[src/rtl/bitserial_pkg.sv]
// Shared encodings for the bit-serial add/subtract controller.
package bitserial_pkg;

  typedef enum logic [1:0] {
    ST_IDLE = 2'd0,
    ST_RUN  = 2'd1,
    ST_DONE = 2'd2
  } state_e;

  localparam logic OP_ADD = 1'b0;
  localparam logic OP_SUB = 1'b1;

endpackage

[src/rtl/bitserial_add_ctrl_fa.sv]
// Combinational 1-bit full adder; the single arithmetic cell of the datapath.
module bitserial_add_ctrl_fa (
  input  logic a,
  input  logic b,
  input  logic cin,
  output logic sum,
  output logic cout
);

  assign sum  = a ^ b ^ cin;
  assign cout = (a & b) | (cin & (a ^ b));

endmodule

[src/rtl/bitserial_add_ctrl.sv]
// WIDTH-bit add/subtract computed LSB first through one shared full-adder cell,
// with valid/ready handshakes on operand and result sides.
module bitserial_add_ctrl
  import bitserial_pkg::*;
#(
  parameter int unsigned WIDTH = 8
) (
  input  logic             clk,
  input  logic             rst,
  input  logic             in_valid,
  output logic             in_ready,
  input  logic [WIDTH-1:0] in_a,
  input  logic [WIDTH-1:0] in_b,
  input  logic             in_sub,
  output logic             out_valid,
  input  logic             out_ready,
  output logic [WIDTH-1:0] out_sum,
  output logic             out_cout,
  output logic             out_ovf,
  output logic             busy
);

  localparam int unsigned CW = (WIDTH > 1) ? $clog2(WIDTH) : 1;
  localparam logic [CW-1:0] CNT_LAST = CW'(WIDTH - 1);

  state_e           state_q;
  logic [WIDTH-1:0] a_q;
  logic [WIDTH-1:0] b_q;
  logic [WIDTH-1:0] sum_q;
  logic [WIDTH-1:0] sum_d;
  logic             carry_q;
  logic [CW-1:0]    cnt_q;
  logic             cout_q;
  logic             ovf_q;
  logic             s_bit;
  logic             c_bit;

  bitserial_add_ctrl_fa u_fa (
    .a   (a_q[0]),
    .b   (b_q[0]),
    .cin (carry_q),
    .sum (s_bit),
    .cout(c_bit)
  );

  // New sum bit enters at the MSB; written this way so WIDTH=1 stays legal.
  assign sum_d = WIDTH'({s_bit, sum_q} >> 1);

  always_ff @(posedge clk) begin
    if (rst) begin
      state_q <= ST_IDLE;
      a_q     <= '0;
      b_q     <= '0;
      sum_q   <= '0;
      carry_q <= 1'b0;
      cnt_q   <= '0;
      cout_q  <= 1'b0;
      ovf_q   <= 1'b0;
    end else begin
      case (state_q)
        ST_IDLE: begin
          if (in_valid) begin
            a_q     <= in_a;
            b_q     <= (in_sub == OP_SUB) ? ~in_b : in_b;
            carry_q <= (in_sub == OP_SUB);
            cnt_q   <= '0;
            state_q <= ST_RUN;
          end
        end
        ST_RUN: begin
          sum_q   <= sum_d;
          a_q     <= a_q >> 1;
          b_q     <= b_q >> 1;
          carry_q <= c_bit;
          cnt_q   <= cnt_q + CW'(1);
          if (cnt_q == CNT_LAST) begin
            cout_q  <= c_bit;
            ovf_q   <= c_bit ^ carry_q;
            state_q <= ST_DONE;
          end
        end
        ST_DONE: begin
          if (out_ready) begin
            state_q <= ST_IDLE;
          end
        end
        default: state_q <= ST_IDLE;
      endcase
    end
  end

  assign in_ready  = (state_q == ST_IDLE);
  assign out_valid = (state_q == ST_DONE);
  assign busy      = (state_q == ST_RUN) || (state_q == ST_DONE);
  assign out_sum   = sum_q;
  assign out_cout  = cout_q;
  assign out_ovf   = ovf_q;

endmodule
[config.mk]
export PLATFORM = sky130hd
export DESIGN_NAME = bitserial_add_ctrl
export DESIGN_NICKNAME = d
export VERILOG_FILES = /design/src/rtl/bitserial_pkg.sv /design/src/rtl/bitserial_add_ctrl_fa.sv /design/src/rtl/bitserial_add_ctrl.sv
export SDC_FILE = /design/constraint.sdc
export NUM_CORES = 1
export LEC_CHECK = 0
export CORE_MARGIN = 2
export CORE_UTILIZATION = 35
export CTS_CLUSTER_SIZE = 28
export DETAILED_ROUTE_END_ITERATION = 7
export SLEW_MARGIN = 10
export SYNTH_ARGS = -nofsm -noshare
export SYNTH_HDL_FRONTEND = slang
export SYNTH_HIERARCHICAL = 1
export SYNTH_SLANG_ARGS = --single-unit
[constraint.sdc]
create_clock -name clk -period 1.47 [get_ports clk]
set_clock_uncertainty 0.05 [all_clocks]
set_input_delay 0.147 -clock clk [delete_from_list [all_inputs] [get_ports clk]]
set_output_delay 0.147 -clock clk [all_outputs]
set_load 0.005 [all_outputs]
==> summary.md, run 1 <==
| Metric | Value |
|---|---|
| Reg2Reg Depth | 5 |
| CP Cell Sequence | inv_4 -> ha_4 -> mux2i_4 -> or3_4 -> a21oi_2 |
| Gr usage total | 15.45% |
| Final worst slack | around 40 ps |
| Fillers | 397 |
| Power Dens Cells | around 1400 nW/um2 |
| Post-Syn Area per Cell | 9.551 um2 |
| Die Height | about 70 um |
| Share of Yosys cell area claimed by the top area cell type | a little over two fifths |
| Synth warn | 6 |
| DR iter-0 viols | 40 |
| Hold Vio Cnt, Final | 0 |
| Placed Area | about 2000 um2 |
| Int Power | between 2000 and 2500 uW |
| Routed WL per cell | 14.01 um |
| Psw | 1011 uW |
| Post-synthesis sequential area ratio | a little over two fifths |
| Critical R2R Capture | b_q[7] |
| CP startpoint kind | flop |
| Clock buffer depth | 2 |
| Vias post-DR | approximately 1300 |
| Crit-path max FO | 9 |
| Combinational Power Share | 41.2% |
| First-pass DRT Iterations | 4 |
| DRC Markers | 0 |
| Cell Rows | 24 |
| Final HPWL DP | between 2000 and 2500 um |
| I/O pin cnt | 34 |
| Remaining Overflow, GRT | 0 |
| # port buffers | 33 |
| Syn_nets | 188 |
| Mapped Cells | about 160 |
| Tot Pwr | between 3000 and 4000 uW |
| Largest stage delay on the critical path | roughly 380 ps |
| P_leak | 0.0008464 uW |
| Async SR Flop Fraction | 0% |
| Critical Path Start | state_q[1] |
| Net Sw Frac | between 30% and 40% |
| Max Cap Viol | 0 |
| Core Box Area | between 4000 and 5000 um2 |
| Clock Root Buffer | clkbuf_8 |
| Initial antenna violation count | 0 |
| Final Setup Violations | 0 |
| Min-Delay Path Class | flop to flop |
| Worst Setup EP | b_q[7] |
| CP Data Required Time | 1640 ps |
| Fmax | 699.2 MHz |
| Main synth FF type | dfxtp_1 |
| Reg clk slew, reported paths | approximately 60 ps |
| DP Worst Slack | -54.50 ps |
| VDD IR-drop max | between 0.0006 and 0.0007 V |
| #FFs+latches synth | 32 |
| Number of diodes | 0 |
| P&R area growth vs syn | 43.53% |
| Period Utilization, post-route | a little over nine tenths |
| RSZ-0062 raised after global routing | yes |
| Initial core utilization | a little over a third |
| FF-to-FF setup slack | slightly below 40 ps |
| Reg2reg start | state_q[1] |
| H-tree Lvls | 2 |
| Vias in the first global route | between 1000 and 1500 |
| Final min period | around 1400 ps |
| Register area | approximately 640 um2 |
| Die area | 4940 um2 |
| Die Wd | 70.29 um |
| Slowest stage cell, crit path | or3_4 |
| CTS tree | built |
| Clk network pwr share | approximately 23% |
| Crit path capture type | flop |
| Area occupied by multi-input gates | slightly above 900 um2 |
| Status | complete, no violations |
| Slew Viols, Final | 0 |
| TritonCTS Buffers | 5 |
| Least-Margin Pin Slew | 333.0 ps |
| Relative slew slack | between 70% and 80% |
| Total wire length | 3615 um |
| Yosys cell types | 29 |
| Post-synth EDFFs | 0 |
| Latest clock arrival within the worst-skew pair | roughly 280 ps |
| Post-DRT Antenna Nets | 0 |
| Clock sinks | 32 |
| Critical Path AT | ~1600 ps |
| Fin area | about 2200 um2 |
| Hold_buf cts | 0 |
| Share of layout cells above drive strength 1 | between 20% and 30% |
| Sequential share of power | 36.1% |
| Vias/cell | around 5 |
| First-pass GRT wire length | roughly 6000 um |
| Syn Std Cell Area | about 1500 um2 |
| Critical path class | flop to flop |
| Largest net degree at the start of global routing | 23 |
| Fin nets | 232 |
| Dominant cells by area after synthesis | dfxtp_1, mux2i_1, nor2_1 |
| Routability cong. | 0.7097 |
| Largest area contributor in the netlist | dfxtp_1 |
-- final cells by class --
cell class                      count  share of cell area (%)
Inverter                            4                  0.7936
Clock inverter                      2                  0.4535
Multi-Input combinational cell    117                   42.35
Sequential cell                    32                   29.19
Clock buffer                        6                   3.741
Timing Repair Buffer               45                   20.52
Tap cell                           52                   2.948
-- worst max-delay path: cells and delay by family, from the launching register on --
| family | cells | cell delay (ps) |
|---|---|---|
| adders and majority gates | 1 | 210 |
| muxes | 1 | 210 |
| and+or+nand+nor | 1 | 380 |
| buffers and inverters | 1 | 60 |
| AOI/OAI and AO/OA | 1 | 110 |
| DFF | 1 | 350 |
-- cell usage in the layout, fill, tap and decap left out, types with 2 or more instances in the layout --
| cell | n |
|---|---|
| nand2b_1 | 7 |
| dfxtp_2 | 3 |
| nand2_1 | 14 |
| o211ai_1 | 7 |
| ha_4 | 2 |
| buf_6 | 3 |
| xor2_1 | 8 |
| a21oi_2 | 2 |
| nand3b_1 | 2 |
| mux2_4 | 3 |
| clkdlybuf4s50_1 | 30 |
| buf_12 | 2 |
| a211oi_2 | 6 |
| inv_1 | 2 |
| nor2_1 | 19 |
| a21oi_1 | 10 |
| dfxtp_1 | 29 |
| clkbuf_8 | 6 |
| ha_1 | 2 |
| buf_4 | 8 |
| a211oi_1 | 3 |
| mux2i_1 | 17 |
| clkinv_2 | 2 |
-- worst min path at each step --
| stage | from | endpoint | slack, ps | depth (start not counted) |
|---|---|---|---|---|
| finish | b_q[5] | b_q[5] | 400 | 2 |
| global route | b_q[5] | b_q[5] | 420 | 2 |
| CTS | b_q[5] | b_q[5] | 400 | 2 |
| detailed placement | b_q[5] | b_q[5] | 390 | 2 |
| global placement | b_q[6] | b_q[6] | 390 | 2 |
| floorplan | in_a[7] | a_q[7] | 260 | 2 |
-- synth_stat cells (3+ instances only) --
cell,count
dfxtp_1,32
nor2_1,19
mux2i_1,18
nand2_1,14
a21oi_1,11
xor2_1,8
nand2b_1,7
o211ai_1,7
a211oi_1,5
ha_1,5
a211oi_2,4
buf_4,4
inv_1,4
buf_2,3
clkbuf_1,3
-- routing by layer --
layer / up-vias / part of all wire [%] / GRT usage, %
li1: 647 / - / -
met1: 610 / 45 / 18.82
met5: - / 0 / 0
met3: 8 / 5.6 / 6.494
met4: 0 / 1.7 / 5.556
met2: 29 / 48 / 24.32
-- metrics by stage --
step                instances  hold slack (ps)  utilization [%]  TNS, ps
finish                    258            396.7            51.40        0
global route              258            417.2            51.40   -7.935
CTS                       258            401.5            50.55        0
detailed placement        246            392.8            46.07   -421.0
global placement          246            385.4            46.07   -2.904
floorplan                 161            260.9                -        0
-- kinds of logic after synthesis --
kind of cell	share of synthesized area, %
AO/OA/AOI/OAI	15.54
XOR/XNOR	5.126
adder cells (fa/ha/maj)	5.370
buffers and inverters	5.370
flip-flops	41.66
multiplexers	12.69
AND/OR/NAND/NOR	14.24
-- repair_timing --
action / in CTS / in global routing
setup endpoints to repair: 24 / 23
buffers inserted: 2 / 0
resized for setup: 18 / 11
cloned: 2 / 1
pin swaps: 2 / 4
-- power by group through the flow --
stage	Sequential [uW]	Combinational [uW]	Clock, uW
final	1100	1250	690
after global routing	1120	1350	760
after CTS	1100	1210	718
after detailed placement	1110	1040	0
after global placement	1100	1000	0
after floorplan	1090	753	0
-- registers in the layout (all words and copies together) (netlist names) --
name      cells
out_sum       8
carry_q       1
b_q           8
state_q       2
out_ovf       1
out_cout      1
a_q           8
cnt_q         3
Note: power is estimated with default switching activity, not from simulation.
==> run 2: changes to the inputs <==
Settings changed: CORE_MARGIN 2 to not set, SKIP_CTS_REPAIR_TIMING set to 1.
==> run 2 against run 1 <==
  * Final cell count is 1.2% lower
  * Hold slack worse by 1.3 ps
  * Total power is 3.1% higher
  * Sequential power hardly changed
  * Sequential share of layout area is 0.18 points higher
  * Via count is 2.1% lower
  * Clock power is 17% higher
  * Die area is 5.6% lower
==> summary.md, run 2 (same netlist as run 1, synthesis figures left out) <==
| Metric | Value |
|---|---|
| DRC Markers | 0 |
| P&R area growth vs syn | 42.39% |
| Reg clk slew, reported paths | approximately 60 ps |
| Die Wd | 68.29 um |
| First-pass GRT wire length | 5285 um |
| Clock sinks | 32 |
| Psw | a little under 1000 uW |
| Routability cong. | 0.7226 |
| Non-Filler Instances | 255 |
| CP startpoint kind | flop |
| Cell Rows | 23 |
| Tot Pwr | about 3100 uW |
| Critical R2R Capture | b_q[7] |
| Crit path capture type | flop |
| H-tree Lvls | 2 |
| Vias post-DR | roughly 1300 |
| Largest net degree at the start of global routing | 30 |
| Combinational Power Share | slightly below 40% |
| FF-to-FF setup slack | 40 ps |
| Initial core utilization | a little under two fifths |
| Status | complete, no violations |
| P_leak | approximately 0.00087 uW |
| CTS tree | built |
| Latest clock arrival within the worst-skew pair | 280 ps |
| Critical path class | flop to flop |
| Remaining Overflow, GRT | 0 |
| Max Cap Viol | 0 |
| Clock buffer depth | 2 |
| Fmax | roughly 700 MHz |
| Min-Delay Path Class | flop to flop |
| Die Height | 68.29 um |
| RSZ-0062 raised after global routing | yes |
| Initial antenna violation count | 0 |
| Vias in the first global route | approximately 1200 |
| Number of diodes | 0 |
| Placed cell count | roughly 240 |
| Hold Crit Endpoint | b_q[3] |
| I/O pin cnt | 34 |
| # port buffers | 33 |
| Net Sw Frac | between 30% and 40% |
| DR iter-0 viols | 25 |
| Total wire length | 3445 um |
| Slew Viols, Final | 0 |
| Die area | ~4700 um2 |
| Core Box Area | slightly above 4000 um2 |
| Critical Path AT | roughly 1600 ps |
| Hold Vio Cnt, Final | 0 |
| Relative slew slack | between 80 and 90% |
| Final HPWL DP | 2249 um |
| Hold-critical path depth | 2 |
| Int Power | between 2000 and 2500 uW |
| CP Data Required Time | 1630 ps |
| Gr usage total | between 15 and 20% |
| Final min period | 1428 ps |
| TritonCTS Buffers | 5 |
| Vias/cell | roughly 5 |
| Crit-path max FO | 12 |
| First-pass DRT Iterations | 4 |
| Clk network pwr share | around a quarter |
| Most frequent cells in the layout | dfxtp_1, clkdlybuf4s50_1, nor2_1 |
| VDD IR-drop max | 0.0007521 V |
| Final Setup Violations | 0 |
| Reg2Reg Depth | 5 |
| Period Utilization, post-route | 97.14% |
| Hold Slack | a little under 400 ps |
| Reg2reg start | state_q[0] |
| Post-DRT Antenna Nets | 0 |
| Least-Margin Pin Slew | 246.7 ps |
| Share of layout cells above drive strength 1 | a little under a fifth |
| Power Dens Cells | roughly 1400 nW/um2 |
| Routed WL per cell | about 14 um |
| HP Start | b_q[3] |
| Fin nets | between 200 and 250 |
| Sequential share of power | about a third |
| Clock Root Buffer | clkbuf_8 |
## run 2: metrics by stage
step | cell area (um2) | setup WS (ps) | TNS (ps) | util, %
final | 2190 | 42.06 | 0 | 53.21
after global placement | 1961 | 17.34 | 0 | 47.64
after global routing | 2190 | -25.46 | -33.62 | 53.21
after floorplan | 1540 | 20.05 | 0 | -
after detailed placement | 1961 | -28.75 | -114.1 | 47.64
after CTS | 2068 | -282.3 | -1322 | 50.26
## run 2: how the worst max path moves through the flow
stage	to	slack, ps	start
3_5_place_dp	a_q[1]	-30	state_q[0]
3_3_place_gp	b_q[7]	20	state_q[1]
2_1_floorplan	a_q[1]	20	state_q[0]
4_1_cts	busy	-280	state_q[0]
6_report	b_q[7]	40	state_q[0]
5_1_grt	b_q[7]	-30	state_q[0]
## run 2: critical path, stage by stage (launching register included)
cell and delay (ps):
dfxtp_2 340, buf_4 120, ha_4 220, mux2i_2 120, or3_1 380, a21oi_2 130
## run 2: area by class of cell
cell class	count	area, um2
Fill cell	377	1926
Multi-Input combinational cell	116	894.6
Sequential cell	32	643.1
Timing Repair Buffer	45	464.2
Clock buffer	6	72.57
Tap cell	50	62.56
Clock inverter	2	35.03
Inverter	4	17.52
## run 2: layer usage
layer	part of all wire (%)	GRT usage, %	routed length (um)	up-vias
li1	-	-	-	646
met4	1.3	7.031	44	0
met1	46	18.40	1570	581
met5	0	0	0	-
met3	5.3	3.500	181	5
met2	48	26.96	1649	35
## run 2: power groups by stage
stage | combinational (uW) | clock (uW) | sequential (uW)
after floorplan | 753 | 0 | 1090
after global placement | 993 | 0 | 1100
after detailed placement | 1030 | 0 | 1110
after CTS | 1040 | 833 | 1090
after global routing | 1340 | 870 | 1110
final | 1230 | 807 | 1090
==> run 3: changes to the inputs <==
Settings changed: SLEW_MARGIN 10 to not set.
==> results of run 3 <==
Same layout as run 2: the final DEF is identical, and so are final timing and power.
